### config.mk
export PLATFORM = sky130hd
export DESIGN_NAME = pwm_duty_sequencer_flat
export DESIGN_NICKNAME = d
export VERILOG_FILES = /design/src/rtl/pwm_duty_sequencer_if.sv /design/src/rtl/pwm_duty_sequencer.sv /design/src/flat_wrapper.sv
export SDC_FILE = /design/constraint.sdc
export NUM_CORES = 1
export LEC_CHECK = 0
export CAP_MARGIN = 0
export CORE_MARGIN = 4
export CORE_UTILIZATION = 30
export DETAILED_ROUTE_END_ITERATION = 8
export PLACE_DENSITY_LB_ADDON = 0.08
export SYNTH_ARGS = -nofsm -noshare
export SYNTH_HDL_FRONTEND = slang
export SYNTH_SLANG_ARGS = --single-unit
export TNS_END_PERCENT = 1
### constraint.sdc
create_clock -name clk -period 3.9 [get_ports clk]
set_input_delay 0.585 -clock clk [delete_from_list [all_inputs] [get_ports clk]]
set_output_delay 0.585 -clock clk [all_outputs]
set_load 0.01 [all_outputs]
### src/rtl/pwm_duty_sequencer_if.sv
// Command channel of the PWM duty sequencer: a target duty value offered
// over a valid/ready handshake.
interface pwm_duty_sequencer_if #(
    parameter int WIDTH = 8
);
    logic             cmd_valid;
    logic [WIDTH-1:0] cmd_duty;
    logic             cmd_ready;

    modport master (output cmd_valid, cmd_duty, input cmd_ready);
    modport slave  (input cmd_valid, cmd_duty, output cmd_ready);
endinterface

### src/rtl/pwm_duty_sequencer.sv
// Ramps the PWM generator's live duty value toward a commanded target in fixed
// steps, updating only on PWM period boundaries; kill forces duty to zero.
module pwm_duty_sequencer #(
    parameter int WIDTH = 8,
    parameter int STEP  = 4,
    parameter int DIV   = 2
) (
    input  logic                 clk,
    input  logic                 reset,
    pwm_duty_sequencer_if.slave  cmd,
    input  logic                 period_end,
    input  logic                 kill,
    output logic [WIDTH-1:0]     duty_cycle,
    output logic                 busy,
    output logic                 done
);
    localparam int               DIV_W    = (DIV > 1) ? $clog2(DIV) : 1;
    localparam logic [DIV_W-1:0] DIV_LAST = DIV_W'(DIV - 1);
    localparam logic [WIDTH:0]   STEP_EXT = (WIDTH + 1)'(STEP);
    localparam logic [WIDTH-1:0] STEP_W   = WIDTH'(STEP);

    typedef enum logic [1:0] {IDLE, UP, DOWN} state_t;

    state_t           state, state_n;
    logic [WIDTH-1:0] target, target_n, duty_n;
    logic [DIV_W-1:0] div_cnt, div_n;
    logic             done_n;
    logic [WIDTH:0]   gap;
    logic [WIDTH-1:0] step_val;

    assign busy          = (state != IDLE);
    assign cmd.cmd_ready = (state == IDLE) && !kill;

    // Distance to target is taken one bit wider so a full step never wraps.
    always_comb begin
        if (state == DOWN) begin
            gap = {1'b0, duty_cycle} - {1'b0, target};
        end else begin
            gap = {1'b0, target} - {1'b0, duty_cycle};
        end
        if (gap <= STEP_EXT) begin
            step_val = target;
        end else if (state == DOWN) begin
            step_val = duty_cycle - STEP_W;
        end else begin
            step_val = duty_cycle + STEP_W;
        end
    end

    always_comb begin
        // NOTE: every output of this block gets a default first, so no path
        // can leave one unassigned and infer a latch.
        state_n  = state;
        duty_n   = duty_cycle;
        target_n = target;
        div_n    = div_cnt;
        done_n   = 1'b0;

        if (kill) begin
            state_n  = IDLE;
            duty_n   = '0;
            target_n = '0;
            div_n    = '0;
        end else begin
            unique case (state)
                IDLE: begin
                    div_n = '0;
                    if (cmd.cmd_valid && cmd.cmd_ready) begin
                        target_n = cmd.cmd_duty;
                        if (cmd.cmd_duty > duty_cycle) begin
                            state_n = UP;
                        end else if (cmd.cmd_duty < duty_cycle) begin
                            state_n = DOWN;
                        end else begin
                            done_n = 1'b1;
                        end
                    end
                end
                UP, DOWN: begin
                    if (period_end) begin
                        if (div_cnt == DIV_LAST) begin
                            div_n  = '0;
                            duty_n = step_val;
                            if (step_val == target) begin
                                state_n = IDLE;
                                done_n  = 1'b1;
                            end
                        end else begin
                            div_n = div_cnt + DIV_W'(1);
                        end
                    end
                end
                default: state_n = IDLE;
            endcase
        end
    end

    // NOTE: state registers use non-blocking assignments so every flop
    // samples the pre-edge values regardless of statement order.
    always_ff @(posedge clk or posedge reset) begin
        if (reset) begin
            state      <= IDLE;
            duty_cycle <= '0;
            target     <= '0;
            div_cnt    <= '0;
            done       <= 1'b0;
        end else begin
            state      <= state_n;
            duty_cycle <= duty_n;
            target     <= target_n;
            div_cnt    <= div_n;
            done       <= done_n;
        end
    end
endmodule

### src/flat_wrapper.sv
// flat-port wrapper written by rule: the top's interface ports become plain ports
module pwm_duty_sequencer_flat 
#(
    parameter int WIDTH = 8,
    parameter int STEP  = 4,
    parameter int DIV   = 2
)
  (clk, reset, period_end, kill, duty_cycle, busy, done, cmd_cmd_valid, cmd_cmd_duty, cmd_cmd_ready);
  pwm_duty_sequencer_if #(.WIDTH(WIDTH)) cmd_i ();
  input  logic clk;
  input  logic reset;
  input  logic period_end;
  input  logic kill;
  output logic [WIDTH-1:0] duty_cycle;
  output logic busy;
  output logic done;
  input wire logic [$bits(cmd_i.cmd_valid)-1:0] cmd_cmd_valid;
  input wire logic [$bits(cmd_i.cmd_duty)-1:0] cmd_cmd_duty;
  output wire logic [$bits(cmd_i.cmd_ready)-1:0] cmd_cmd_ready;
  assign cmd_i.cmd_valid = cmd_cmd_valid;
  assign cmd_i.cmd_duty = cmd_cmd_duty;
  assign cmd_cmd_ready = cmd_i.cmd_ready;
  pwm_duty_sequencer #(.WIDTH(WIDTH), .STEP(STEP), .DIV(DIV)) u_core (.clk(clk), .reset(reset), .cmd(cmd_i), .period_end(period_end), .kill(kill), .duty_cycle(duty_cycle), .busy(busy), .done(done));
endmodule
## Word level (Yosys, flattened, before mapping)

Cells that the tools add are included.

- Add/sub/neg operators: 5
- $mul: 0
- Div/mod/pow operators: 0
- Magnitude comparators: 3
- Equality and inequality tests: 8
- Shifts and indexed selects: 0
- Muxes and demuxes: 30
- Bitwise logic cells: 0
- Reduce and logical (&&, ||, !) cells: 16

Operators with widths:

| kind | number |
|---|---|
| 2-to-1 mux 8 bit | 9 |
| subtractor 8 x 8 -> 9 bit | 2 |
| 2-to-1 mux 2 bit | 7 |
| nonzero test 2 bit | 6 |
| 2-to-1 mux 1 bit | 10 |
| less-or-equal comparator 9 x 3 -> 1 bit (second input constant) | 1 |
| 2-to-1 mux 9 bit | 1 |
| adder 8 x 3 -> 8 bit (second input constant) | 1 |
| == test 8 bit | 1 |
| greater-than comparator 8 bit | 1 |
| less-than comparator 8 bit | 1 |
| subtractor 8 x 3 -> 8 bit (second input constant) | 1 |
| != test 3 x 2 -> 1 bit (second input constant) | 2 |
| != test 3 bit (second input constant) | 2 |
| AND reduction 5 bit | 1 |
| != test 4 bit (second input constant) | 1 |
| case mux 1 bit (2 select lines) | 2 |
| case mux 2 bit (2 select lines) | 1 |
| AND reduction 2 bit | 2 |
| AND reduction 3 bit | 1 |
| nonzero test 3 bit | 1 |
| == test 2 x 1 -> 1 bit (second input constant) | 1 |
| == test 2 bit (second input constant) | 1 |
| logical AND 1 bit | 2 |
| 4 further kinds | 4 |

- Flip-flop bits (word level): 20
- Latch bits: 0
- Bits in writable memories: 0
- ROM bits: 0
- Output and inout bits: 11
- Word-level logic and storage cells: 67
- Memories: 0

## Longest topological paths before layout

Gate-level depths: netlist of run 1.

- Word-level depth: 10
- Mapped depth: 12
- Depth with buffers taken out: 12

## Worst setup path before layout of run 1

No wires, ideal clock.

- Path kind: reg2reg
- From: register u_core.duty_cycle[2]
- To: register u_core.duty_cycle[0]
- Setup time: 121 ps
- Arrival time: 2,763 ps
- Required time: 3,779 ps
- Path slack: 1,016 ps
- Stages on the path, launching flop included: 11
- Period minus slack after synthesis: 2,884 ps
- Path through: dfrtp_1 > inv_1 > ha_1 > and3b_4 > a2111oi_4 > nor3_1 > nor3_1 > o211ai_1 > nor3_4 > a31oi_1 > a32o_2

- Cells in the longest elaborated chain, start to end: 8

RTL lines:

| item | RTL line | text |
|---|---|---|
| start, declared | pwm_duty_sequencer.sv:13 | `output logic [WIDTH-1:0] duty_cycle,` |
| start signal, assigned | pwm_duty_sequencer.sv:109 | `duty_cycle <= duty_n;` |
| subtractor 8 x 8 -> 9 bit (on tied branches) | pwm_duty_sequencer.sv:39, pwm_duty_sequencer.sv:37 |  |
| 2-to-1 mux 9 bit * | pwm_duty_sequencer.sv:36 | `if (state == DOWN) begin` |
| less-or-equal comparator 9 x 3 -> 1 bit * | pwm_duty_sequencer.sv:41 | `if (gap <= STEP_EXT) begin` |
| 2-to-1 mux 8 bit * | pwm_duty_sequencer.sv:41 |  |
| 2-to-1 mux 8 bit * | pwm_duty_sequencer.sv:81 | `if (div_cnt == DIV_LAST) begin` |
| 2-to-1 mux 8 bit * | pwm_duty_sequencer.sv:80 | `if (period_end) begin` |
| 2-to-1 mux 8 bit * | pwm_duty_sequencer.sv:65 | `unique case (state)` |
| 2-to-1 mux 8 bit * | pwm_duty_sequencer.sv:59 | `if (kill) begin` |

Mark *: on every way between the ends. The rest lies on a longest branch, timed or not. The select of a mux whose other input is x is not followed.
A chain may end at the register's enable or synchronous reset.

## Worst setup path in the final report of run 1

- From: register u_core.state[0]
- To: register u_core.duty_cycle[0]

- Cells in the longest elaborated chain, start to end: 8

RTL lines:

| item | RTL line | text |
|---|---|---|
| start, declared | pwm_duty_sequencer.sv:24 | `state_t state, state_n;` |
| start signal, assigned | pwm_duty_sequencer.sv:108 | `state <= state_n;` |
| == test 2 bit | pwm_duty_sequencer.sv:36, pwm_duty_sequencer.sv:43, pwm_duty_sequencer.sv:65 |  |
| 2-to-1 mux 9 bit | pwm_duty_sequencer.sv:36 |  |
| less-or-equal comparator 9 x 3 -> 1 bit | pwm_duty_sequencer.sv:41 |  |
| 2-to-1 mux 8 bit | pwm_duty_sequencer.sv:41 |  |
| 2-to-1 mux 8 bit | pwm_duty_sequencer.sv:81 |  |
| 2-to-1 mux 8 bit | pwm_duty_sequencer.sv:80 |  |
| 2-to-1 mux 8 bit | pwm_duty_sequencer.sv:65 |  |
| 2-to-1 mux 8 bit | pwm_duty_sequencer.sv:59 |  |

Parallel ways exist; a longest one is shown, timed or not. The select of a mux whose other input is x is not followed.

==> implementation parameters, run 1 <==
Parameter                              Value

Run status
  Status ... complete, no violations

STA
  Setup repair after global routing missed its margin ... no
  Share of the clock period used by the worst path after layout ... 0.841
  Final max-slew violation count ... 0
  Fin worst setup slack ... 0.620 ns
  Layout Skew ... 0.00318 ns
  Total negative slack for setup checks ... 0 ns
  Fmax ... 305 MHz
  Transition time at the pin with the least slew margin ... 0.866 ns
  Slew HR ... 0.422
  Clock period minus final worst setup slack ... 3.28 ns
  Count of endpoints failing hold in the final timing report ... 0
  Final-report setup violation count ... 0

Drt
  DRC violation total after the first TritonRoute iteration ... 56
  Total vias in the final route ... 1,869
  Remaining routing DRC violations ... 0
  Routed wire length per instance ... 15.6 um
  Mean number of vias per cell ... 5.01
  Antenna viol nets, final ... 0
  Detailed Routing Iterations Pass 1 ... 4
  Sum of routed wire length over all layers ... 5.82 mm

Floorplanning
  Die height ... 93.9 um
  Area of the core ... 7210 um2
  Floorplan die width ... 93.9 um
  Number of placement rows ... 31
  Die Footprint ... 8810 um2
  Boundary pin count ... 24
  Effective utilization at floorplan ... 0.307

Synth
  Simple logic cell fraction of the synthesized area ... 0.169
  Number of instances in the synthesized netlist ... 253
  Largest cells by area after synthesis ... dfrtp_1 (23%), ha_1 (19%), nand2_1 (4.8%)
  Share of the yosys chip area belonging to registers ... 0.226
  Synth Area per Inst ... 8.74 um2
  Number of flops mapped to enable cells by yosys ... 0
  Combinational family with the most area after synthesis ... adder cells
  Post-synthesis share of cell area spent on full adders, half adders and majority gates ... 0.214
  Synthesized-area fraction occupied by xor and xnor cells ... 0.0696
  Share of flip-flops with an asynchronous set or reset ... 1.00
  Commonest register cell after synthesis ... dfrtp_1
  Multiplexer fraction of the synthesized cell area ... 0.0577
  Cell with the most instances after synthesis ... ha_1
  Top-area cell type share of the netlist area ... 0.226
  Post-synthesis instance area ... 2210 um2
  Area leader, netlist ... dfrtp_1
  Synth unique cells ... 50
  Synthesized-area fraction occupied by ao, oa, aoi and oai cells ... 0.200
  Flip-flop and latch count after synthesis ... 20
  Ys Warns ... 0
  Commonest cells post-synth ... ha_1 (33), nand2_1 (28), inv_1 (25)
  Synthesized net count ... 302

Worst hold path
  Min-delay worst type ... reg -> reg
  Hold path start ... u_core.state[0]
  Sink of the worst hold path ... u_core.done
  Number of stages on the worst hold path ... 2

Layout
  Share of post-route cells with drive strength above 1 ... 0.0620
  Total Nets Final ... 324
  Fill cell total of the finished layout ... 785
  Number of inserted diodes ... 0
  Synth-to-Final Area Change ... 17.1%

Setup path
  Data required time at the worst endpoint ... 4.06 ns
  Crit Path Category ... reg -> reg
  Critical Path Source Type ... flop
  End of the worst register-to-register path ... u_core.duty_cycle[0]
  Arrival time at the worst endpoint ... 3.44 ns
  Reg-to-reg startpoint ... u_core.state[0]
  FF-to-FF path depth ... 11
  Category of the worst setup path capture point ... flop
  Register-to-register setup slack ... 0.62 ns
  Critical Path Fanout Max ... 12

Clock network
  Clock sinks ... 20
  Cells resized by post-CTS repair ... 0
  Cts hold-fix bufs ... 0
  Cts bufs inserted ... 3
  Clock slew seen by the registers of the worst setup and hold paths ... 0.09 ns
  CTS tree ... built
  H-tree levels ... 1
  Clk Latency, worst-skew pair ... 0.26 ns
  Root buffer selected by CTS ... clkbuf_8
  Setup repair bufs after CTS ... 0
  Worst-case clock buffer depth ... 2

Place
  GP Congestion ... 0.794
  Buffers added on ports ... 23
  Post-placement setup slack ... 0.628 ns
  Detailed Place HPWL ... 4.73 mm

Pwr
  Total leakage power ... 0.00109 uW
  Pwr/cell area ... 438 nW/um2
  Worst-case vdd ir drop ... 0.000198 V

Global routing
  Global-route wire length before repair ... 9.88 mm
  Vias in the first global route ... 1,936
  Largest net degree at the start of global routing ... 21
  Total gr overflow ... 0
  Initial antenna violation count ... 0
  Combined global-route utilization of all metal layers ... 0.144

Flow run
  Number of max-cap violations ... 0
-- flip-flops by register name (all words and copies together) (netlist names) --
| name | count |
|---|---|
| u_core.duty_cycle | 8 |
| u_core.target | 8 |
| u_core.state | 2 |
| u_core.done | 1 |
| u_core.div_cnt | 1 |
-- cell type report --
cell class	count	area [um2]	share of cell area
inverter	25	93.8	0.0362
sequential	20	500	0.193
tap	99	124	0.0478
timing repair buffer	25	245	0.0947
clock buffer	4	55.1	0.0213
multi-input combinational	200	1570	0.607
-- through the flow --
step | util | cell area, um2 | total power (uW) | hold WS [ns] | instances
2_1_floorplan | - | 2210 | 811 | 0.517 | 253
3_5_place_dp | 0.351 | 2530 | 972 | 0.561 | 369
3_3_place_gp | 0.351 | 2530 | 987 | 0.561 | 369
5_1_grt | 0.359 | 2590 | 1240 | 0.611 | 373
4_1_cts | 0.359 | 2590 | 1150 | 0.573 | 373
6_report | 0.359 | 2590 | 1130 | 0.570 | 373
-- critical path, stage by stage, from the launching register on --
cell and delay (ns):
dfrtp_1 0.39, inv_1 0.10, ha_1 0.56, buf_4 0.29
mux2i_1 0.23, xor2_1 0.17, a21oi_1 0.06, nor3_1 0.21
o211ai_1 0.22, nor3_4 0.51, a31oi_1 0.18, a32o_2 0.24
-- placed cells by master (no fill, tap or decap), types with 2 or more instances in the layout --
cell / instances
a211oi_1: 3
a21o_1: 2
a21oi_1: 16
a221oi_1: 2
a32o_2: 2
and2_1: 3
buf_4: 2
clkbuf_8: 4
clkdlybuf4s50_1: 23
dfrtp_1: 20
fa_1: 3
ha_1: 33
inv_1: 25
mux2i_1: 9
nand2_1: 28
nand2b_1: 5
nand3_1: 6
nand4_1: 3
nor2_1: 12
nor2b_1: 2
nor3_1: 6
nor4_1: 2
o211ai_1: 3
o21a_1: 3
o21ai_0: 5
o21ai_1: 5
o21ai_2: 2
o31ai_1: 10
xnor2_1: 7
xor2_1: 8
-- routing by layer --
layer  global-route usage  up-vias  part of all wire  wire, um
met1                0.202      899              0.50      2940
met4               0.0433        0            0.0098        57
met3               0.0160        4             0.023       131
met2                0.231       27              0.46      2700
met5                    0        -                 0         0
li1                     -      939                 -         -
-- worst max-delay path by stage --
| stage | start | end | slack [ns] | depth (start not counted) |
|---|---|---|---|---|
| final | u_core.state[0] | u_core.duty_cycle[0] | 0.62 | 11 |
| after global routing | u_core.state[0] | u_core.duty_cycle[1] | 0.27 | 11 |
| after detailed placement | u_core.state[0] | u_core.duty_cycle[0] | 0.63 | 11 |
| after global placement | u_core.duty_cycle[2] | u_core.duty_cycle[0] | 0.64 | 10 |
| after CTS | u_core.state[0] | u_core.duty_cycle[0] | 0.60 | 11 |
| after floorplan | u_core.duty_cycle[2] | u_core.duty_cycle[0] | 1.02 | 10 |
-- report_power, final --
part / internal [uW] / switching [uW] / total (uW) / leakage, uW
clock: 90.1 / 79.0 / 169 / 0.0000288
combinational: 305 / 384 / 689 / 0.000791
sequential: 235 / 42.1 / 277 / 0.000273
-- cells by family after synthesis --
logic type,count (synthesis)
DFF,20
and+or+nand+nor,74
xor gates and xnor gates,16
adders and majority gates,36
muxes,12
AOI/OAI and AO/OA,62
buffers and inverters,33
No activity file was read; power rests on OpenSTA's default activity.
==> inputs of run 2 (changes only) <==
Clock period 3.9 ns to 3.05 ns, I/O delays scaled along.
==> run 2 against run 1 <==
  * Fmax grew 16%
  * Design area grew 4.1%
  * Register-to-register slack lost 0.40 ns
  * Cell count grew 2.9%
  * Core utilization grew 1.5 points
  * Combinational power grew 36%
  * Routed wire length grew 5.7%
  * Count of clock-buffer cells in the layout is the same
  * Sequential cell count is the same
  * Clock skew grew 0.0070 ns
  * Clock power grew 28%
  * Critical path type unchanged
  * Critical endpoint is now u_core.state[1]
  * Highest routed layer unchanged
==> implementation parameters, run 2 (synthesis results as in run 1) <==
Parameter                              Value

Setup path
  Critical Path Fanout Max ... 6 (-6)
  End of the worst register-to-register path ... u_core.state[1]
  FF-to-FF path depth ... 10 (-1)
  Critical Path Source Type ... flop
  Register-to-register setup slack ... 0.22 ns (-0.40 ns)
  Data required time at the worst endpoint ... 3.21 ns (-0.85 ns)
  Category of the worst setup path capture point ... flop
  Reg-to-reg startpoint ... u_core.state[0]
  Crit Path Category ... reg -> reg
  Arrival time at the worst endpoint ... 2.99 ns (-0.45 ns)

Global routing
  Initial antenna violation count ... 0 (unchanged)
  Combined global-route utilization of all metal layers ... 0.147 (+0.00319)
  Vias in the first global route ... 1,892 (-2.3%)
  Met2 Resource Use GR ... 0.233 (+0.00177)
  Largest net degree at the start of global routing ... 21 (unchanged)
  Met3 track utilization from global routing ... 0.0160 (unchanged)
  Total gr overflow ... 0 (unchanged)
  Global route hottest layer ... met2
  Global-route wire length before repair ... 9.96 mm (+0.77%)
  Global routing met1 resource utilization ... 0.215 (+0.0137)

Layout
  Fill cell total of the finished layout ... 787 (+0.25%)
  Total Nets Final ... 335 (+3.4%)
  Synth-to-Final Area Change ... 21.8%
  Share of post-route cells with drive strength above 1 ... 0.109 (+0.0467)
  Commonest non-fill, non-tap cells in the layout ... ha_1 (32), nand2_1 (28), inv_1 (25)
  Area occupied by registers ... 502 um2 (+0.25%)
  Total area of multi-input combinational cells ... 1580 um2 (+0.56%)
  Top flop regs ... u_core.duty_cycle: 8 flops, u_core.target: 8 flops, u_core.state: 2 flops
  Number of inserted diodes ... 0 (unchanged)
  Most common library cell in the layout ignoring fill and taps ... ha_1
  Number of standard cells in the final layout excluding fillers ... 384 (+2.9%)

Drt
  DRC violation total after the first TritonRoute iteration ... 90 (+61%)
  Routed wire length per instance ... 16.0 um (+2.7%)
  Total vias in the final route ... 1,896 (+1.4%)
  Sum of routed wire length over all layers ... 6.15 mm (+5.7%)
  Detailed Routing Iterations Pass 1 ... 4 (unchanged)
  Remaining routing DRC violations ... 0 (unchanged)
  Antenna viol nets, final ... 0 (unchanged)
  Mean number of vias per cell ... 4.94 (-1.5%)

Clock network
  Cts hold-fix bufs ... 0 (unchanged)
  Cts bufs inserted ... 3 (unchanged)
  Root buffer selected by CTS ... clkbuf_8
  Clock sinks ... 20 (unchanged)
  CTS tree ... built
  Worst-case clock buffer depth ... 2 (unchanged)
  Clk Latency, worst-skew pair ... 0.27 ns (about the same)
  Clock slew seen by the registers of the worst setup and hold paths ... 0.09 ns (about the same)
  H-tree levels ... 1 (unchanged)

STA
  Final max-slew violation count ... 0 (unchanged)
  Transition time at the pin with the least slew margin ... 0.882 ns (+0.0160 ns)
  Count of endpoints failing hold in the final timing report ... 0 (unchanged)
  Fmax ... 353 MHz (+16%)
  Clock period minus final worst setup slack ... 2.83 ns (-0.446 ns)
  Setup repair after global routing missed its margin ... no
  Layout Skew ... 0.0102 ns (+0.00699 ns)
  Total negative slack for setup checks ... 0 ns (unchanged)
  Share of the clock period used by the worst path after layout ... 0.929 (+0.0880)
  Slew HR ... 0.411 (-0.0107)
  Final-report setup violation count ... 0 (unchanged)

Pwr
  Worst-case vdd ir drop ... 0.000300 V (+51%)
  Total leakage power ... 0.00115 uW (+5.5%)
  Pwr/cell area ... 558 nW/um2 (+27%)

Worst hold path
  Number of stages on the worst hold path ... 1 (-1)
  Hold path start ... u_core.state[1]
  Sink of the worst hold path ... u_core.state[1]
  Min-delay worst type ... reg -> reg

Floorplanning
  Effective utilization at floorplan ... 0.307 (unchanged)
  Floorplan die width ... 93.9 um (unchanged)
  Area of the core ... 7210 um2 (unchanged)
  Die Footprint ... 8810 um2 (unchanged)
  Number of placement rows ... 31 (unchanged)
  Boundary pin count ... 24 (unchanged)
  Die height ... 93.9 um (unchanged)

Place
  GP Congestion ... 0.801 (+0.81%)
  Number of cells after detailed placement ... 380 (+3.0%)
  Buffers added on ports ... 23 (unchanged)
  Detailed Place HPWL ... 5.05 mm (+6.9%)

Flow run
  Number of max-cap violations ... 0 (unchanged)

Run status
  Status ... complete, no violations
[run 2: cell types whose count changed in the layout (fill, tap and decap cells not counted), sizes merged]
cell	change
buf	+11
[run 2: per-stage QoR]
step	instance area (um2)	setup slack, ns	power [uW]	hold slack, ns	utilization
2_1_floorplan	2210	0.166	1040	0.421	-
3_3_place_gp	2630	0.152	1300	0.552	0.365
3_5_place_dp	2630	0.154	1290	0.561	0.365
4_1_cts	2690	0.141	1510	0.588	0.372
5_1_grt	2700	0.00210	1640	0.613	0.374
6_report	2700	0.216	1500	0.584	0.374
[run 2: worst max path at each step]
stage | from | to | depth (start not counted)
6_report | u_core.state[0] | u_core.state[1] | 10
5_1_grt | u_core.target[0] | u_core.state[1] | 12
4_1_cts | u_core.target[2] | u_core.state[1] | 9
3_5_place_dp | u_core.state[0] | u_core.state[1] | 10
3_3_place_gp | u_core.target[2] | u_core.state[1] | 9
2_1_floorplan | u_core.duty_cycle[2] | u_core.duty_cycle[0] | 10
[run 2: worst max-delay path: stages (launching register included)]
cell	delay, ns
dfrtp_1	0.39
inv_1	0.10
ha_2	0.27
mux2_4	0.31
a221o_1	0.34
o31a_1	0.25
o211a_1	0.25
o211ai_1	0.22
nor3_1	0.09
o21ai_2	0.17
mux2_1	0.33
[run 2: layer usage]
| metal | wire length (um) | up-vias | share of wire |
|---|---|---|---|
| li1 | - | 961 | - |
| met1 | 3100 | 898 | 0.50 |
| met2 | 2830 | 35 | 0.46 |
| met3 | 194 | 2 | 0.032 |
| met4 | 29 | 0 | 0.0047 |
| met5 | 0 | - | 0 |
[run 2: layout make-up]
type                       instances  area share
clock buffer                       4      0.0204
inverter                          25      0.0348
multi-input combinational        200       0.586
sequential                        20       0.186
tap                               99      0.0460
timing repair buffer              36       0.126
[run 2: report_power, final]
group          switching [uW]  internal [uW]  leakage, uW  total [uW]
combinational             505            430     0.000853         935
clock                     102            115    0.0000288         217
sequential               50.0            301     0.000272         351
[run 2: what timing repair did]
item                       CTS  global route
resized for setup            0             4
setup endpoints to repair    0             7
buffers inserted             0             0
